===== config.mk =====
export PLATFORM = sky130hd
export DESIGN_NAME = wb_sharedbus
export DESIGN_NICKNAME = d
export VERILOG_FILES = /design/src/rtl/wb_sharedbus_pkg.sv /design/src/rtl/wb_rr_arbiter.sv /design/src/rtl/wb_sharedbus.sv
export SDC_FILE = /design/constraint.sdc
export NUM_CORES = 1
export LEC_CHECK = 0
export CORE_AREA = 2 2 503 505
export CTS_BUF_LIST = sky130_fd_sc_hd__clkbuf_8
export CTS_CLUSTER_DIAMETER = 80
export DETAILED_ROUTE_END_ITERATION = 12
export DIE_AREA = 0 0 505 507
export PLACE_DENSITY_LB_ADDON = 0.08
export SLEW_MARGIN = 5
export SYNTH_ARGS = -nofsm -noshare
export SYNTH_HDL_FRONTEND = slang
export SYNTH_SLANG_ARGS = --single-unit

===== constraint.sdc =====
create_clock -name clk -period 2 [get_ports clk]
set_clock_uncertainty 0.05 [all_clocks]
set_input_delay 0.3 -clock clk [delete_from_list [all_inputs] [get_ports clk]]
set_output_delay 0.3 -clock clk [all_outputs]
set_load 0.05 [all_outputs]

===== src/rtl/wb_sharedbus_pkg.sv =====
// Shared types and sizing constants for the wb_sharedbus interconnect.
package wb_sharedbus_pkg;

    typedef enum logic {
        ARB_IDLE = 1'b0,
        ARB_BUSY = 1'b1
    } arb_state_t;

    localparam int MAX_MASTERS = 8;
    localparam int MAX_SLAVES  = 16;
    localparam int MIDX_W      = 3;
    localparam int SIDX_W      = 4;

endpackage


===== src/rtl/wb_rr_arbiter.sv =====
// Round-robin bus arbiter: registered grant, held for a master's whole cyc,
// and one idle cycle after every release.
module wb_rr_arbiter
    import wb_sharedbus_pkg::*;
#(
    parameter int NUM_MASTERS = 4
) (
    input  logic                   clk,
    input  logic                   reset_n,
    input  logic [NUM_MASTERS-1:0] i_cyc,
    output logic                   o_gnt_valid,
    output logic [MIDX_W-1:0]      o_gnt_idx
);

    arb_state_t              r_state;
    logic                    r_gnt_valid;
    logic [MIDX_W-1:0]       r_gnt_idx;
    logic [MIDX_W-1:0]       r_last;
    logic [MAX_MASTERS-1:0]  w_cyc_ext;
    logic [MIDX_W-1:0]       w_cand;
    logic [MIDX_W-1:0]       w_pick;
    logic                    w_found;

    assign w_cyc_ext = MAX_MASTERS'(i_cyc);

    // Search starts just after the last granted master and wraps around.
    always_comb begin
        w_found = 1'b0;
        w_pick  = r_last;
        w_cand  = r_last;
        for (int off = 1; off <= NUM_MASTERS; off++) begin
            w_cand = MIDX_W'((int'(r_last) + off) % NUM_MASTERS);
            if (!w_found && w_cyc_ext[w_cand]) begin
                w_found = 1'b1;
                w_pick  = w_cand;
            end else begin
                w_found = w_found;
            end
        end
    end

    // Arbitration state machine with registered grant.
    always_ff @(posedge clk or negedge reset_n) begin
        if (!reset_n) begin
            r_state     <= ARB_IDLE;
            r_gnt_valid <= 1'b0;
            r_gnt_idx   <= '0;
            r_last      <= MIDX_W'(NUM_MASTERS - 1);
        end else begin
            case (r_state)
                ARB_IDLE: begin
                    if (w_found) begin
                        r_state     <= ARB_BUSY;
                        r_gnt_valid <= 1'b1;
                        r_gnt_idx   <= w_pick;
                        r_last      <= w_pick;
                    end
                end
                ARB_BUSY: begin
                    if (!w_cyc_ext[r_gnt_idx]) begin
                        r_state     <= ARB_IDLE;
                        r_gnt_valid <= 1'b0;
                    end
                end
                default: begin
                    r_state     <= ARB_IDLE;
                    r_gnt_valid <= 1'b0;
                end
            endcase
        end
    end

    assign o_gnt_valid = r_gnt_valid;
    assign o_gnt_idx   = r_gnt_idx;

endmodule


===== src/rtl/wb_sharedbus.sv =====
// Shared-bus Wishbone interconnect: N masters, M slaves, address decode and
// decode-miss error. Optional stall watchdog under WB_SHAREDBUS_TIMEOUT_EN.
module wb_sharedbus
    import wb_sharedbus_pkg::*;
#(
    parameter int                           NUM_MASTERS = 4,
    parameter int                           NUM_SLAVES  = 8,
    parameter int                           ADR_W       = 32,
    parameter int                           DAT_W       = 32,
    parameter logic [NUM_SLAVES*ADR_W-1:0]  SLAVE_BASE  = '0,
    parameter logic [NUM_SLAVES*ADR_W-1:0]  SLAVE_MASK  = '0,
    parameter int                           TIMEOUT     = 255
) (
    input  logic                               clk,
    input  logic                               reset_n,
    input  logic [NUM_MASTERS*ADR_W-1:0]       m_adr_i,
    input  logic [NUM_MASTERS*DAT_W-1:0]       m_dat_i,
    input  logic [NUM_MASTERS*(DAT_W/8)-1:0]   m_sel_i,
    input  logic [NUM_MASTERS-1:0]             m_we_i,
    input  logic [NUM_MASTERS-1:0]             m_cyc_i,
    input  logic [NUM_MASTERS-1:0]             m_stb_i,
    output logic [NUM_MASTERS*DAT_W-1:0]       m_dat_o,
    output logic [NUM_MASTERS-1:0]             m_ack_o,
    output logic [NUM_MASTERS-1:0]             m_err_o,
    output logic [NUM_MASTERS-1:0]             m_rty_o,
    output logic [NUM_SLAVES*ADR_W-1:0]        s_adr_o,
    output logic [NUM_SLAVES*DAT_W-1:0]        s_dat_o,
    output logic [NUM_SLAVES*(DAT_W/8)-1:0]    s_sel_o,
    output logic [NUM_SLAVES-1:0]              s_we_o,
    output logic [NUM_SLAVES-1:0]              s_cyc_o,
    output logic [NUM_SLAVES-1:0]              s_stb_o,
    input  logic [NUM_SLAVES*DAT_W-1:0]        s_dat_i,
    input  logic [NUM_SLAVES-1:0]              s_ack_i,
    input  logic [NUM_SLAVES-1:0]              s_err_i,
    input  logic [NUM_SLAVES-1:0]              s_rty_i,
    output logic                               bus_err,
    output logic [2:0]                         err_master
);

    localparam int SEL_W = DAT_W / 8;

    logic                    w_gnt_valid;
    logic [MIDX_W-1:0]       w_gnt_idx;
    logic [NUM_MASTERS-1:0]  w_gnt_oh;
    logic [ADR_W-1:0]        w_adr;
    logic [DAT_W-1:0]        w_wdat;
    logic [SEL_W-1:0]        w_sel;
    logic                    w_we, w_cyc, w_stb;
    logic [NUM_SLAVES-1:0]   w_slv_oh;
    logic                    w_hit;
    logic [DAT_W-1:0]        w_rdat;
    logic                    w_ack, w_err, w_rty;
    logic                    w_miss, w_stb_pend, w_to_hit;
    logic                    r_int_err;
    logic [MIDX_W-1:0]       r_err_master;

    wb_rr_arbiter #(.NUM_MASTERS(NUM_MASTERS)) u_arb (
        .clk         (clk),
        .reset_n     (reset_n),
        .i_cyc       (m_cyc_i),
        .o_gnt_valid (w_gnt_valid),
        .o_gnt_idx   (w_gnt_idx)
    );

    // AND-OR mux of the granted master's request onto the shared bus.
    always_comb begin
        w_gnt_oh = '0;
        w_adr    = '0;
        w_wdat   = '0;
        w_sel    = '0;
        w_we     = 1'b0;
        w_cyc    = 1'b0;
        w_stb    = 1'b0;
        for (int m = 0; m < NUM_MASTERS; m++) begin
            w_gnt_oh[m] = w_gnt_valid && (w_gnt_idx == MIDX_W'(m));
            w_adr  = w_adr  | (m_adr_i[m*ADR_W +: ADR_W] & {ADR_W{w_gnt_oh[m]}});
            w_wdat = w_wdat | (m_dat_i[m*DAT_W +: DAT_W] & {DAT_W{w_gnt_oh[m]}});
            w_sel  = w_sel  | (m_sel_i[m*SEL_W +: SEL_W] & {SEL_W{w_gnt_oh[m]}});
            w_we   = w_we   | (m_we_i[m]  & w_gnt_oh[m]);
            w_cyc  = w_cyc  | (m_cyc_i[m] & w_gnt_oh[m]);
            w_stb  = w_stb  | (m_cyc_i[m] & m_stb_i[m] & w_gnt_oh[m]);
        end
    end

    // Address decode: the lowest matching slave index wins.
    always_comb begin
        w_slv_oh = '0;
        w_hit    = 1'b0;
        for (int k = 0; k < NUM_SLAVES; k++) begin
            w_slv_oh[k] = !w_hit &&
                ((w_adr & SLAVE_MASK[k*ADR_W +: ADR_W]) == SLAVE_BASE[k*ADR_W +: ADR_W]);
            w_hit = w_hit | w_slv_oh[k];
        end
    end

    assign s_adr_o = {NUM_SLAVES{w_adr}};
    assign s_dat_o = {NUM_SLAVES{w_wdat}};
    assign s_sel_o = {NUM_SLAVES{w_sel}};
    assign s_we_o  = {NUM_SLAVES{w_we}};
    assign s_cyc_o = w_slv_oh & {NUM_SLAVES{w_cyc}};
    assign s_stb_o = w_slv_oh & {NUM_SLAVES{w_stb}};

    // Selected slave's response, valid only while a granted cycle is active.
    always_comb begin
        w_rdat = '0;
        w_ack  = 1'b0;
        w_err  = 1'b0;
        w_rty  = 1'b0;
        for (int k = 0; k < NUM_SLAVES; k++) begin
            w_rdat = w_rdat | (s_dat_i[k*DAT_W +: DAT_W] & {DAT_W{w_slv_oh[k] & w_cyc}});
            w_ack  = w_ack  | (s_ack_i[k] & w_slv_oh[k] & w_cyc);
            w_err  = w_err  | (s_err_i[k] & w_slv_oh[k] & w_cyc);
            w_rty  = w_rty  | (s_rty_i[k] & w_slv_oh[k] & w_cyc);
        end
    end

    // Route the response (plus interconnect errors) to the granted master only.
    always_comb begin
        m_dat_o = '0;
        m_ack_o = '0;
        m_err_o = '0;
        m_rty_o = '0;
        for (int m = 0; m < NUM_MASTERS; m++) begin
            m_dat_o[m*DAT_W +: DAT_W] = w_rdat & {DAT_W{w_gnt_oh[m]}};
            m_ack_o[m] = w_ack & w_gnt_oh[m];
            m_err_o[m] = (w_err | r_int_err) & w_gnt_oh[m];
            m_rty_o[m] = w_rty & w_gnt_oh[m];
        end
    end

    assign w_miss     = w_stb & !w_hit;
    assign w_stb_pend = w_stb & w_hit & !(w_ack | w_err | w_rty);

`ifdef WB_SHAREDBUS_TIMEOUT_EN
    localparam int TO_W = (TIMEOUT < 2) ? 1 : $clog2(TIMEOUT + 1);
    logic [TO_W-1:0] r_to_cnt;

    assign w_to_hit = w_stb_pend && !r_int_err && (r_to_cnt == TO_W'(TIMEOUT - 1));

    // Counts unanswered strobe cycles; any response or abort restarts it.
    always_ff @(posedge clk or negedge reset_n) begin
        if (!reset_n) begin
            r_to_cnt <= '0;
        end else if (!w_stb_pend || r_int_err || w_to_hit) begin
            r_to_cnt <= '0;
        end else begin
            r_to_cnt <= r_to_cnt + 1'b1;
        end
    end
`else
    logic w_unused_timeout;
    assign w_to_hit         = 1'b0;
    assign w_unused_timeout = (TIMEOUT != 0) | w_stb_pend;
`endif

    // Interconnect-generated error pulse and the master it was charged to.
    always_ff @(posedge clk or negedge reset_n) begin
        if (!reset_n) begin
            r_int_err    <= 1'b0;
            r_err_master <= '0;
        end else if (!r_int_err && (w_miss || w_to_hit)) begin
            r_int_err    <= 1'b1;
            r_err_master <= w_gnt_idx;
        end else begin
            r_int_err    <= 1'b0;
        end
    end

    assign bus_err    = r_int_err;
    assign err_master = r_err_master;

endmodule


Word level (Yosys, flattened, before mapping)
Cells that the tools add are included.
Storage, ports and cells
  register bits after elaboration: 8
  bits of input ports: 566
  output and inout bits: 712
  logic and storage cells: 130
Cells by class
  $add $sub $neg: 4
  order comparisons: 5
  eq/ne operators: 5
  mux-type cells: 24
  bitwise logic cells: 71
  reduce and logical (&&, ||, !) cells: 17
Operator list (count)
  32-bit AND: 13
  32-bit bitwise OR: 6
  1-bit AND: 31
  3-bit by 4-bit less-than comparator with 1-bit output (second input constant): 5
  4-bit AND: 4
  1-bit binary-select mux with 3-bit select: 5
  1-bit 2-to-1 mux: 13
  3-bit 2-to-1 mux: 4
  4-bit bitwise OR: 3
  1-bit bitwise OR: 9
  2-bit OR reduction: 4
  1-bit logical AND: 7
  3-bit by 2-bit equality test with 1-bit output (second input constant): 2
  2-bit by 1-bit adder with 2-bit output (second input constant): 2
  2-bit adder (second input constant): 2
  1-bit AND (first input constant): 4
  1-bit case mux with 2 select lines: 2
  2-bit AND reduction: 2
  3-bit by 1-bit equality test with 1-bit output (second input constant): 1
  1-bit logical NOT: 3
  3-bit logical NOT: 1
  2-bit by 1-bit inequality test with 1-bit output (second input constant): 1
  2-bit inequality test (second input constant): 1
  1-bit NOT: 1

Depth between registers and ports, before layout
  depth after elaboration: 17
  depth in mapped cells: 7
  mapped depth without buffers: 3

Cells and area by module
A second synthesis with hierarchy kept.
Unflattened totals
  cell total of the unflattened synthesis: 868
  area, all modules: 7315.8 µm²
Modules (own cells, without submodules)
  wb_sharedbus: instances 1, cells an instance 836, area an instance 6969.2 µm², seq. area each 0.0 µm²
  wb_rr_arbiter: instances 1, cells an instance 32, area an instance 346.6 µm², seq. area each 152.6 µm²

Least setup slack after synthesis
Ideal clock, no wire load.
  kind: register -> output
  start: register u_arb.r_gnt_idx[0], in the netlist u_arb.o_gnt_idx[0]
  end: output port s_adr_o[100]
  arrival: 1.876 ns
  data required time: 1.650 ns
  slack: -0.226 ns
  cell stages (with the launch flop): 6
  buffers on the path: 3
  path through: dfrtp_1 -> buf_6 -> buf_12 -> mux4_2 -> and2_1 -> buf_4
On the way
  word-level cells in the longest chain between the ends: 6
  elaborated cells on any way between the ends: 15
  those cells by class: 3 x eq/ne; 7 x bitwise; 5 x reduce/logical
RTL lines
  start, declared: line wb_rr_arbiter.sv:17  | logic [MIDX_W-1:0] r_gnt_idx;
  start signal, assigned: line wb_rr_arbiter.sv:55  | r_gnt_idx <= w_pick;
  3-bit by 1-bit equality test with 1-bit output or 3-bit logical NOT (tied branches): line wb_sharedbus.sv:75  | w_gnt_oh[m] = w_gnt_valid && (w_gnt_idx == MIDX_W'(m));
  1-bit logical AND: line wb_sharedbus.sv:75
  32-bit AND: line wb_sharedbus.sv:76  | w_adr = w_adr | (m_adr_i[m*ADR_W +: ADR_W] & {ADR_W{w_gnt_oh[m]}});
  32-bit bitwise OR (2 in a row): line wb_sharedbus.sv:76
  32-bit bitwise OR (*): line wb_sharedbus.sv:76
  end, declared: line wb_sharedbus.sv:26  | output logic [NUM_SLAVES*ADR_W-1:0] s_adr_o,
Every way passes the cells marked *; elsewhere a longest branch is shown, timed or not.

Worst setup path after layout
  start: register u_arb.r_gnt_idx[0], in the netlist u_arb.o_gnt_idx[0]
  end: output port s_sel_o[10]
On the way
  word-level cells in the longest chain between the ends: 6
  elaborated cells on any way between the ends: 15
  those cells by class: 3 x eq/ne; 7 x bitwise; 5 x reduce/logical
RTL lines
  3-bit by 1-bit equality test with 1-bit output or 3-bit logical NOT (tied branches): line wb_sharedbus.sv:75
  1-bit logical AND: line wb_sharedbus.sv:75
  4-bit AND: line wb_sharedbus.sv:78  | w_sel = w_sel | (m_sel_i[m*SEL_W +: SEL_W] & {SEL_W{w_gnt_oh[m]}});
  4-bit bitwise OR (2 in a row): line wb_sharedbus.sv:78
  4-bit bitwise OR (*): line wb_sharedbus.sv:78
  end, declared: line wb_sharedbus.sv:28  | output logic [NUM_SLAVES*(DAT_W/8)-1:0] s_sel_o,
Marked as above.

==> results by group <==
Critical path
  • Kind of launch point of the worst setup path: register
  • Nature of the critical path endpoint: output pin
  • Largest fanout on the critical path: 8
  • Endpoint of the worst-slack reg-to-reg timing path: u_arb.o_gnt_valid
  • Endpoint required time on the critical path: 1.65 ns
  • Data arrival time of the worst path: 2.14 ns
  • Critical setup path kind: register to output pin
  • Worst-case reg-to-reg path depth: 6
  • Setup slack of the worst register-to-register path: 0 ns
  • Worst r2r src: u_arb.o_gnt_idx[0]

Routing
  • Total DRC errors in the routed layout: 0
  • DR WL/cell: 16.7 microns
  • DR vias: 7981
  • Detailed router's first-iteration violation count: 141
  • Wire length reported by the detailed router: 80300 microns
  • DR vias/cell: 1.66
  • Count of TritonRoute iterations in the first routing pass: 4
  • Number of routed nets with antenna violations: 0

Floorplan
  • Total number of placement rows: 184
  • Area of the core: 250000 sq um
  • Effective utilization at floorplan: 0.0293
  • DIE AREA: 256000 sq um
  • Die X: 505 microns
  • Floorplan die height: 507 microns
  • Ports: 1278

STA
  • Maximum clock rate: 401 MHz
  • Post-Route Hold Slack: 0.274 ns
  • Final setup vio count: 694
  • Period utilization: 1.25
  • Final setup TNS: -257.77 ns
  • Final-report max-slew violation count: 0
  • Tmin final: 2.49 ns
  • Final-report hold violation count: 0
  • RSZ-0062 raised after global routing: true
  • Post-route worst setup slack: -0.495 ns

Placement
  • Worst-case setup slack after placement: -0.300 ns
  • Number of buffer cells added on primary ports: 1014
  • Last weighted congestion value of the routability-driven placer: 0.691
  • Final HPWL from detailed placement: 71800 microns

Clock tree
  • Clock insertion delay at the later pin of the skew report: 0.23 ns
  • H-tree depth: 1
  • Longest Clk Path Bufs: 2
  • Number of clock sinks: 6
  • Number of buffers inserted during clock tree synthesis: 3
  • Clock slew at the register clock pins of the worst setup and hold paths: 0.04 ns
  • Root Buffer: clkbuf_8
  • CTS Hold Buffers Added: 0
  • TritonCTS clock tree: done

Logic synthesis
  • Synthesized instance count: 862
  • Dominant register cell in the synthesized netlist: dfrtp_1
  • Count of flip-flops with a built-in enable after synthesis: 0
  • Yosys warning count: 0
  • Count of distinct cell types in the synthesized netlist: 29
  • Sequential fraction of the synthesis area: 0.0208
  • FF+latch count, synth: 6
  • Netlist Area Pre-Place: 7340 sq um
  • Avg Synthesized Cell Area: 8.52 sq um
  • Share of async-settable or async-resettable flops after synthesis: 1.00

Layout
  • Area growth, synth to finish: 189%
  • Post-layout util: 0.0846
  • Number of nets in the final layout: 2012
  • Commonest cells after routing, fill and taps aside: clkdlybuf4s50_1, buf_4, buf_12
  • Share of layout cells above drive strength 1: 0.671
  • Commonest non-fill, non-tap cell in the layout: clkdlybuf4s50_1

Hold path
  • Path category of the worst min-delay check: input port to async pin

Global route
  • Maximum number of pins on one net before global-route repair: 37
  • Antenna violations before repair: 20
  • Global-route wire length before repair: 97500 microns
  • Global-route total usage across every layer: 0.0582
  • Overflow left after global routing: 0
  • Via count of the first global-routing pass: 8408

Status
  • Outcome: complete, but fails checks
  • Failing checks: negative setup slack

Job
  • Count of maximum capacitance violations: 0
per-layer routing:
metal / global-route usage / share of wire / wire (microns) / up-vias
met5: 0 / 0.00082 / 66 / -
met4: 0.00661 / 0.0055 / 443 / 10
met1: 0.0616 / 0.37 / 29500 / 3833
met2: 0.110 / 0.53 / 42200 / 646
li1: - / - / - / 3462
met3: 0.0234 / 0.10 / 8100 / 30
per-stage QoR:
step	instances	area (sq um)
after floorplan	879	7560
after global placement	4766	18900
after detailed placement	4766	18900
after CTS	4777	20200
after global routing	4796	21200
final	4800	21200
sequential cells by signal (all words and copies together) (netlist names):
register,count
u_arb.o_gnt_idx,2
u_arb.o_gnt_valid,1
u_arb.r_last,2
u_arb.r_state,1
critical path, cell delays in order, from the launching register on:
cell and delay [ns]:
dfrtp_4 0.45, buf_12 0.17, buf_16 0.16, mux4_2 0.61
and2_4 0.28, buf_4 0.21
what timing repair did:
action,in CTS,in global routing
pin swaps,5,1
setup endpoints to repair,695,695
setup buffers,4,12
resized for setup,319,206
gates cloned,3,5
worst max-delay path by stage:
stage                         to  slack [ns]  cells after the start               start
floorplan           s_adr_o[100]       -0.11                      5  u_arb.o_gnt_idx[0]
global placement      s_stb_o[0]       -0.33                      7  u_arb.o_gnt_idx[0]
detailed placement  s_adr_o[149]       -0.30                      5  u_arb.o_gnt_idx[0]
CTS                 s_adr_o[149]       -0.53                      5  u_arb.o_gnt_idx[0]
global route         s_sel_o[10]       -0.57                      5  u_arb.o_gnt_idx[0]
finish               s_sel_o[10]       -0.49                      5  u_arb.o_gnt_idx[0]
cell families after synthesis:
group,Yosys count,synth area share
other cells,1,0.000511
flops,6,0.0208
simple gates,226,0.194
compound gates,13,0.0121
buf+inv,545,0.556
mux,71,0.217
final cells by class:
class	instances	area, sq um
antenna	7	17.5
clock buffer	3	41.3
clock inverter	1	3.75
fill	29000	229000
inverter	1	3.75
multi-input combinational	328	3440
sequential	6	164
tap	3348	4190
timing repair buffer	1106	13300
cells in the mapped netlist (2+ instances only):
library cell	count	area, sq um
buf_4	504	3780
and2_1	211	1320
mux4_2	69	1550
clkbuf_1	13	48.8
buf_2	10	50.1
clkbuf_2	9	45.0
buf_12	7	140
a21o_1	4	30.0
dfrtp_1	4	100
nand2_1	4	15.0
nand2b_1	4	25.0
a21oi_1	2	10.0
a22oi_1	2	15.0
a31oi_1	2	12.5
and4b_1	2	20.0
dfstp_2	2	52.6
Power is left out: the tool's default activity adds up to more than one toggle a clock period on the data nets, which glitch-free logic cannot reach.
